===== src/rtl/cronometro_ctrl.sv =====
// cronometro_ctrl -- single-clock MM:SS stopwatch controller.
//
// A prescaler derives a 1 s tick from the system clock. A four-state mode FSM
// (STOPPED / RUNNING / SET_MIN / SET_SEC) sequences four BCD digits. The carry
// and borrow chain between digits is combinational within one clock edge.
//
// Optional feature: define COUNTDOWN_EN to enable counting down (`down`=1)
// with a `done` pulse at 00:00. Without it, `down` has no effect and `done`
// stays 0. The port list is the same in both builds.
//
// Ports:
//   clock           system clock, rising edge
//   reset           asynchronous, active-high; clears all state
//   btn_start_stop  debounced level: toggles STOPPED <-> RUNNING
//   btn_clear       debounced level: digits -> 00:00; RUNNING -> STOPPED
//   btn_mode        debounced level: STOPPED -> SET_MIN -> SET_SEC -> STOPPED
//   btn_inc         debounced level: +1 to the field being set
//   down            count direction (only honoured with COUNTDOWN_EN)
//   min_tens/min_units/sec_tens/sec_units  BCD digits
//   state           0=STOPPED 1=RUNNING 2=SET_MIN 3=SET_SEC
//   running         high in RUNNING
//   rollover        one-cycle pulse on the up-count wrap 59:59 -> 00:00
//   done            one-cycle pulse on reaching 00:00 while counting down
module cronometro_ctrl #(
   parameter int TICK_DIV = 50_000_000
) (
   input  logic       clock,
   input  logic       reset,
   input  logic       btn_start_stop,
   input  logic       btn_clear,
   input  logic       btn_mode,
   input  logic       btn_inc,
   input  logic       down,
   output logic [3:0] min_tens,
   output logic [3:0] min_units,
   output logic [3:0] sec_tens,
   output logic [3:0] sec_units,
   output logic [1:0] state,
   output logic       running,
   output logic       rollover,
   output logic       done
);

   localparam int CW = $clog2(TICK_DIV);
   localparam logic [CW-1:0] CNT_MAX = CW'(TICK_DIV - 1);

`ifdef COUNTDOWN_EN
   localparam logic CD_EN = 1'b1;
`else
   localparam logic CD_EN = 1'b0;
`endif

   typedef enum logic [1:0] {
      ST_STOPPED = 2'd0,
      ST_RUNNING = 2'd1,
      ST_SET_MIN = 2'd2,
      ST_SET_SEC = 2'd3
   } state_e;

   // Bit positions inside the button vectors.
   localparam int B_SS   = 0;
   localparam int B_CLR  = 1;
   localparam int B_MODE = 2;
   localparam int B_INC  = 3;

   // Button semantics: each input is registered once (btn_q), then delayed
   // once more (btn_prev_q). An action is a cycle where btn_q=1 and
   // btn_prev_q=0, so a held button yields exactly one action. The action
   // takes effect on the following clock edge.
   logic [3:0] btn_in;
   logic [3:0] btn_q, btn_prev_q, btn_edge;

   state_e        state_q, state_d;
   logic [CW-1:0] cnt_q, cnt_d;
   logic [3:0]    mt_q, mu_q, st_q, su_q;
   logic [3:0]    mt_d, mu_d, st_d, su_d;
   logic          rollover_q, rollover_d;
   logic          done_q, done_d;

   logic          tick;
   logic          count_down;
   logic          at_zero;
   logic [3:0]    nx_mt, nx_mu, nx_st, nx_su;
   logic          nx_wrap;
   logic          nx_zero;

   assign btn_in   = {btn_inc, btn_mode, btn_clear, btn_start_stop};
   assign btn_edge = btn_q & ~btn_prev_q;

   assign tick       = (state_q == ST_RUNNING) && (cnt_q == CNT_MAX);
   assign count_down = down & CD_EN;
   assign at_zero    = (mt_q == 4'd0) && (mu_q == 4'd0) && (st_q == 4'd0) && (su_q == 4'd0);

   // Digit values after one tick, with the carry/borrow rippling through the
   // four digits combinationally.
   always_comb begin
      nx_mt   = mt_q;
      nx_mu   = mu_q;
      nx_st   = st_q;
      nx_su   = su_q;
      nx_wrap = 1'b0;
      if (count_down) begin
         if (su_q != 4'd0) nx_su = su_q - 4'd1;
         else begin
            nx_su = 4'd9;
            if (st_q != 4'd0) nx_st = st_q - 4'd1;
            else begin
               nx_st = 4'd5;
               if (mu_q != 4'd0) nx_mu = mu_q - 4'd1;
               else begin
                  nx_mu = 4'd9;
                  nx_mt = (mt_q != 4'd0) ? mt_q - 4'd1 : 4'd5;
               end
            end
         end
      end else begin
         if (su_q != 4'd9) nx_su = su_q + 4'd1;
         else begin
            nx_su = 4'd0;
            if (st_q != 4'd5) nx_st = st_q + 4'd1;
            else begin
               nx_st = 4'd0;
               if (mu_q != 4'd9) nx_mu = mu_q + 4'd1;
               else begin
                  nx_mu = 4'd0;
                  if (mt_q != 4'd5) nx_mt = mt_q + 4'd1;
                  else begin
                     nx_mt   = 4'd0;
                     nx_wrap = 1'b1;
                  end
               end
            end
         end
      end
   end

   assign nx_zero = (nx_mt == 4'd0) && (nx_mu == 4'd0) && (nx_st == 4'd0) && (nx_su == 4'd0);

   // Mode FSM and digit update. Within a state, the highest-priority button
   // that has an effect there wins (clear > mode > start_stop > inc); buttons
   // a state ignores never block lower-priority ones.
   always_comb begin
      state_d    = state_q;
      mt_d       = mt_q;
      mu_d       = mu_q;
      st_d       = st_q;
      su_d       = su_q;
      rollover_d = 1'b0;
      done_d     = 1'b0;
      case (state_q)
         ST_STOPPED: begin
            if (btn_edge[B_CLR]) begin
               {mt_d, mu_d, st_d, su_d} = 16'h0000;
            end else if (btn_edge[B_MODE]) begin
               state_d = ST_SET_MIN;
            end else if (btn_edge[B_SS] && !(count_down && at_zero)) begin
               state_d = ST_RUNNING;
            end
         end
         ST_RUNNING: begin
            if (btn_edge[B_CLR]) begin
               // A tick in the same cycle is dropped.
               {mt_d, mu_d, st_d, su_d} = 16'h0000;
               state_d = ST_STOPPED;
            end else begin
               if (tick) begin
                  {mt_d, mu_d, st_d, su_d} = {nx_mt, nx_mu, nx_st, nx_su};
                  rollover_d = nx_wrap;
                  if (count_down && nx_zero) begin
                     done_d  = 1'b1;
                     state_d = ST_STOPPED;
                  end
               end
               // A coincident tick still advances the digits before stopping.
               if (btn_edge[B_SS]) state_d = ST_STOPPED;
            end
         end
         ST_SET_MIN: begin
            if (btn_edge[B_CLR]) begin
               {mt_d, mu_d, st_d, su_d} = 16'h0000;
            end else if (btn_edge[B_MODE]) begin
               state_d = ST_SET_SEC;
            end else if (btn_edge[B_INC]) begin
               if (mu_q == 4'd9) begin
                  mu_d = 4'd0;
                  mt_d = (mt_q == 4'd5) ? 4'd0 : mt_q + 4'd1;
               end else begin
                  mu_d = mu_q + 4'd1;
               end
            end
         end
         ST_SET_SEC: begin
            if (btn_edge[B_CLR]) begin
               {mt_d, mu_d, st_d, su_d} = 16'h0000;
            end else if (btn_edge[B_MODE]) begin
               state_d = ST_STOPPED;
            end else if (btn_edge[B_INC]) begin
               // Seconds wrap without carrying into minutes.
               if (su_q == 4'd9) begin
                  su_d = 4'd0;
                  st_d = (st_q == 4'd5) ? 4'd0 : st_q + 4'd1;
               end else begin
                  su_d = su_q + 4'd1;
               end
            end
         end
         default: state_d = ST_STOPPED;
      endcase
   end

   // The prescaler only advances while RUNNING continues; leaving or entering
   // RUNNING restarts a full second.
   always_comb begin
      cnt_d = '0;
      if ((state_q == ST_RUNNING) && (state_d == ST_RUNNING) && !tick) cnt_d = cnt_q + 1'b1;
   end

   always_ff @(posedge clock or posedge reset) begin
      if (reset) begin
         btn_q      <= '0;
         btn_prev_q <= '0;
         state_q    <= ST_STOPPED;
         cnt_q      <= '0;
         mt_q       <= '0;
         mu_q       <= '0;
         st_q       <= '0;
         su_q       <= '0;
         rollover_q <= 1'b0;
         done_q     <= 1'b0;
      end else begin
         btn_q      <= btn_in;
         btn_prev_q <= btn_q;
         state_q    <= state_d;
         cnt_q      <= cnt_d;
         mt_q       <= mt_d;
         mu_q       <= mu_d;
         st_q       <= st_d;
         su_q       <= su_d;
         rollover_q <= rollover_d;
         done_q     <= done_d;
      end
   end

   assign min_tens  = mt_q;
   assign min_units = mu_q;
   assign sec_tens  = st_q;
   assign sec_units = su_q;
   assign state     = state_q;
   assign running   = (state_q == ST_RUNNING);
   assign rollover  = rollover_q;
   assign done      = done_q;

endmodule


===== config.mk =====
export PLATFORM = sky130hd
export DESIGN_NAME = cronometro_ctrl
export DESIGN_NICKNAME = d
export VERILOG_FILES = /design/src/rtl/cronometro_ctrl.sv
export SDC_FILE = /design/constraint.sdc
export NUM_CORES = 1
export LEC_CHECK = 0
export CORE_MARGIN = 1
export CORE_UTILIZATION = 50
export CTS_CLUSTER_SIZE = 28
export DETAILED_ROUTE_END_ITERATION = 12
export MAX_ROUTING_LAYER = met4
export PLACE_DENSITY = 0.72
export SLEW_MARGIN = 30
export SYNTH_ARGS = -nofsm -noshare
export SYNTH_HDL_FRONTEND = slang
export SYNTH_SLANG_ARGS = --single-unit

===== constraint.sdc =====
create_clock -name clock -period 6.5 [get_ports clock]
set_clock_uncertainty 0.05 [all_clocks]
set_input_delay 0.65 -clock clock [delete_from_list [all_inputs] [get_ports clock]]
set_output_delay 0.65 -clock clock [all_outputs]
set_load 0.03 [all_outputs]

==> impl_results.md <==
- Outcome: complete, no violations
- Wire length on met3: between 100 and 150 µm
- Netlist cell types: between 40 and 50
- Post-Syn Area per Cell: a little under 10 µm²
- Post-synth top area share: 48.74%
- Post-Synthesis Cells: 274
- Most used DFF post-synth: dfrtp_1
- Fill count: approximately 430
- Row Count: 26
- Critical path arrival: 1960 ps
- Design Area, Final: about 3200 µm²
- First-pass GRT wire length: 7659 µm
- Top post-synthesis cells by area: dfrtp_1 (49%), ha_1 (6.0%), xor2_1 (5.5%)
- Chip height: 75.78 µm
- Placed Area: 3032 µm²
- Mapped cell area: ~2700 µm²
- Slew headroom: around 44%
- CP required: 5800 ps
- Drt drc: 0
- Crit end category: output pin
- NumNets Final: 320
- Clk_lat worst skew: 300 ps
- Pre-CTS WS: 3934 ps
- Die ar.: 5742 µm²
- Max_cap viols: 0
- Static Leakage: roughly 1.3 nW
- VDD IR-drop max: 0.1882 mV
- Iter 0 DRT Violations: approximately 100
- GP Congestion: ~0.76
- Total Routing Usage GR: between 10% and 20%
- Fin. Hold Viols: 0
- Root Buffer Master: clkbuf_8
- Max Used Layer: met4
- CTS tree: done
- Pwr Total: 0.9450 mW
- Power density cells: 299.8 nW/µm²
- # hold bufs at CTS: 0
- Hold crit path type: register to register
- Post-layout min period: 2662 ps
- Core area: 5172 µm²
- Met2 routed WL: 1984 µm
- Post-synth EDFFs: 0
- F_max: 375.7 MHz
- CTS max path bufs: 2
- Clock-pin slew on the worst setup and hold paths: 90 ps
- Ports: 28
- Ys Warns: 0
- Fin. max-slew vios: 0
- Clk sink count: between 50 and 60
- Reg2reg start: btn_q[1]
- Vias per inst: approximately 5.2
- RSZ-0062 raised after global routing: false
- Grt ovf: 0
- Critical Path Start: state[1]
- Ys async rst share: 100.0%
- Number of global-route vias before repair: about 1700
- Post-Synthesis Net Count: 294
- Final WL: between 4000 and 5000 µm
- Final ANT Viol Nets: 0
- Critical path cell sequence: inv_1 > ha_1 > clkdlybuf4s50_1
- Post-synthesis sequential area ratio: 48.74%
- Fin util: 60.93%
- Hold_sp: btn_q[3]
- Final worst-path setup slack: between 3000 and 4000 ps
- WL/cell: 12.62 µm
- Final setup violation count: 0
- IO buf count: 25
- Via count: 1924
- Final worst path period share: 40.95%
- Ratio of cells with drive above 1 in the final layout: 5.648%
- Type of origin of the critical path: register
- Initial antenna violation count: 0
- H-tree depth: 2
- Synth Register Bits: 53
- Die X-Extent: 75.78 µm
- Slew @ Worst Pin: between 800 and 900 ps
- Met1 Routed Length: 2512 µm
- Initial core utilization: 52.61%
- Setup TNS: 0 ps
- Antenna cell count: 0
- CP max stage cell: clkdlybuf4s50_1
- CTS buffer count: 5
- Critical path fanouts, max: 7
- CTS resizes: 0
- Cell taking the most area after synthesis: dfrtp_1
- Largest net degree at the start of global routing: 54
- HPWL Detailed: 3350 µm
- Pre-antenna DRT Iters: 4
- Synth-to-Final Area Change: 15.82%
- Largest stage delay on the critical path: ~740 ps
- Post-CTS Setup Inserts: 0
- Worst setup path class: register to output pin
critical path: cells and delay by family, from the launching register on:
kind       cells  cell delay, ps
fa+ha+maj      1             340
buf+inv        2             850
flops          1             470
metrics by stage:
step	hold WS (ps)	cells
3_5_place_dp	320.8	363
3_3_place_gp	315.4	363
2_1_floorplan	304.1	274
4_1_cts	342.9	371
5_1_grt	356.5	371
6_report	339.0	371
cells by family after synthesis:
kind of cell | synth area share (%)
other cells | 0.1378
buf+inv | 2.207
simple gates | 24.78
xor+xnor | 7.724
mux | 0.7816
compound gates | 9.655
fa+ha+maj | 5.977
flops | 48.74
power breakdown:
group | leakage [nW] | internal [mW] | switching, mW | total (mW)
sequential | 0.714 | 0.357 | 0.0372 | 0.395
clock | 0.0574 | 0.125 | 0.104 | 0.230
combinational | 0.553 | 0.123 | 0.198 | 0.321
total | 1.32 | 0.605 | 0.340 | 0.945
sequential cells by signal, indices dropped and copies added (netlist names):
register,count
sec_units,4
rollover,1
cnt_q,26
sec_tens,4
min_units,4
btn_prev_q,4
btn_q,4
min_tens,4
state,2
cell usage after synthesis (all sizes together), types with 5 or more instances:
cell type and count:
dfrtp 53, nor2 36, nand2 26, nand3 17
xor2 17, o21ai 15, ha 13, inv 8
nand2b 8, o31ai 7, xnor2 7, and3 6
nand4 6, nor3 6, and2 5, nand3b 5
per-layer routing:
metal,track usage (%),vias to the layer above
li1,-,999
met1,27.04,891
met2,24.68,26
met3,4.365,8
met4,5.556,0
met5,-,-
worst paths after layout:
path / cells after the start / slack (ps) / endpoint
max: 3 / 3840 / running
min: 0 / 340 / btn_prev_q[3]
max reg2reg: 6 / 3920 / cnt_q[7]
min reg2reg: 0 / 340 / btn_prev_q[3]
max in group asynchronous: 2 / 5240 / cnt_q[13]
min in group asynchronous: 2 / 730 / cnt_q[1]
layout by cell type (no fill, tap or decap), types with 2 or more instances in the layout:
cell and count:
xor2_1 17, or3_1 2, dfrtp_1 53, nor2_1 36, clkbuf_8 6, nand3b_1 5, o31ai_1 6, a21oi_1 4
nand2_1 26, nor4_1 4, and4_1 2, ha_1 13, o21ai_0 14, nand4_1 5, a21boi_0 2, and2_1 5
nand3_1 17, nor3_1 6, and4bb_2 2, inv_1 7, clkdlybuf4s50_1 25, xnor2_1 7, nand2b_1 8, and3_1 6
a21o_1 3
area by class of cell:
cell class | count | area [µm²] | share of cell area, %
Multi-Input combinational cell | 207 | 1335 | 42.36
Sequential cell | 53 | 1326 | 42.08
Timing Repair Buffer | 25 | 250.2 | 7.940
Tap cell | 70 | 87.58 | 2.779
Clock buffer | 6 | 82.58 | 2.620
Clock inverter | 2 | 37.54 | 1.191
Inverter | 8 | 32.53 | 1.032
(Power assumes the default switching activity.)
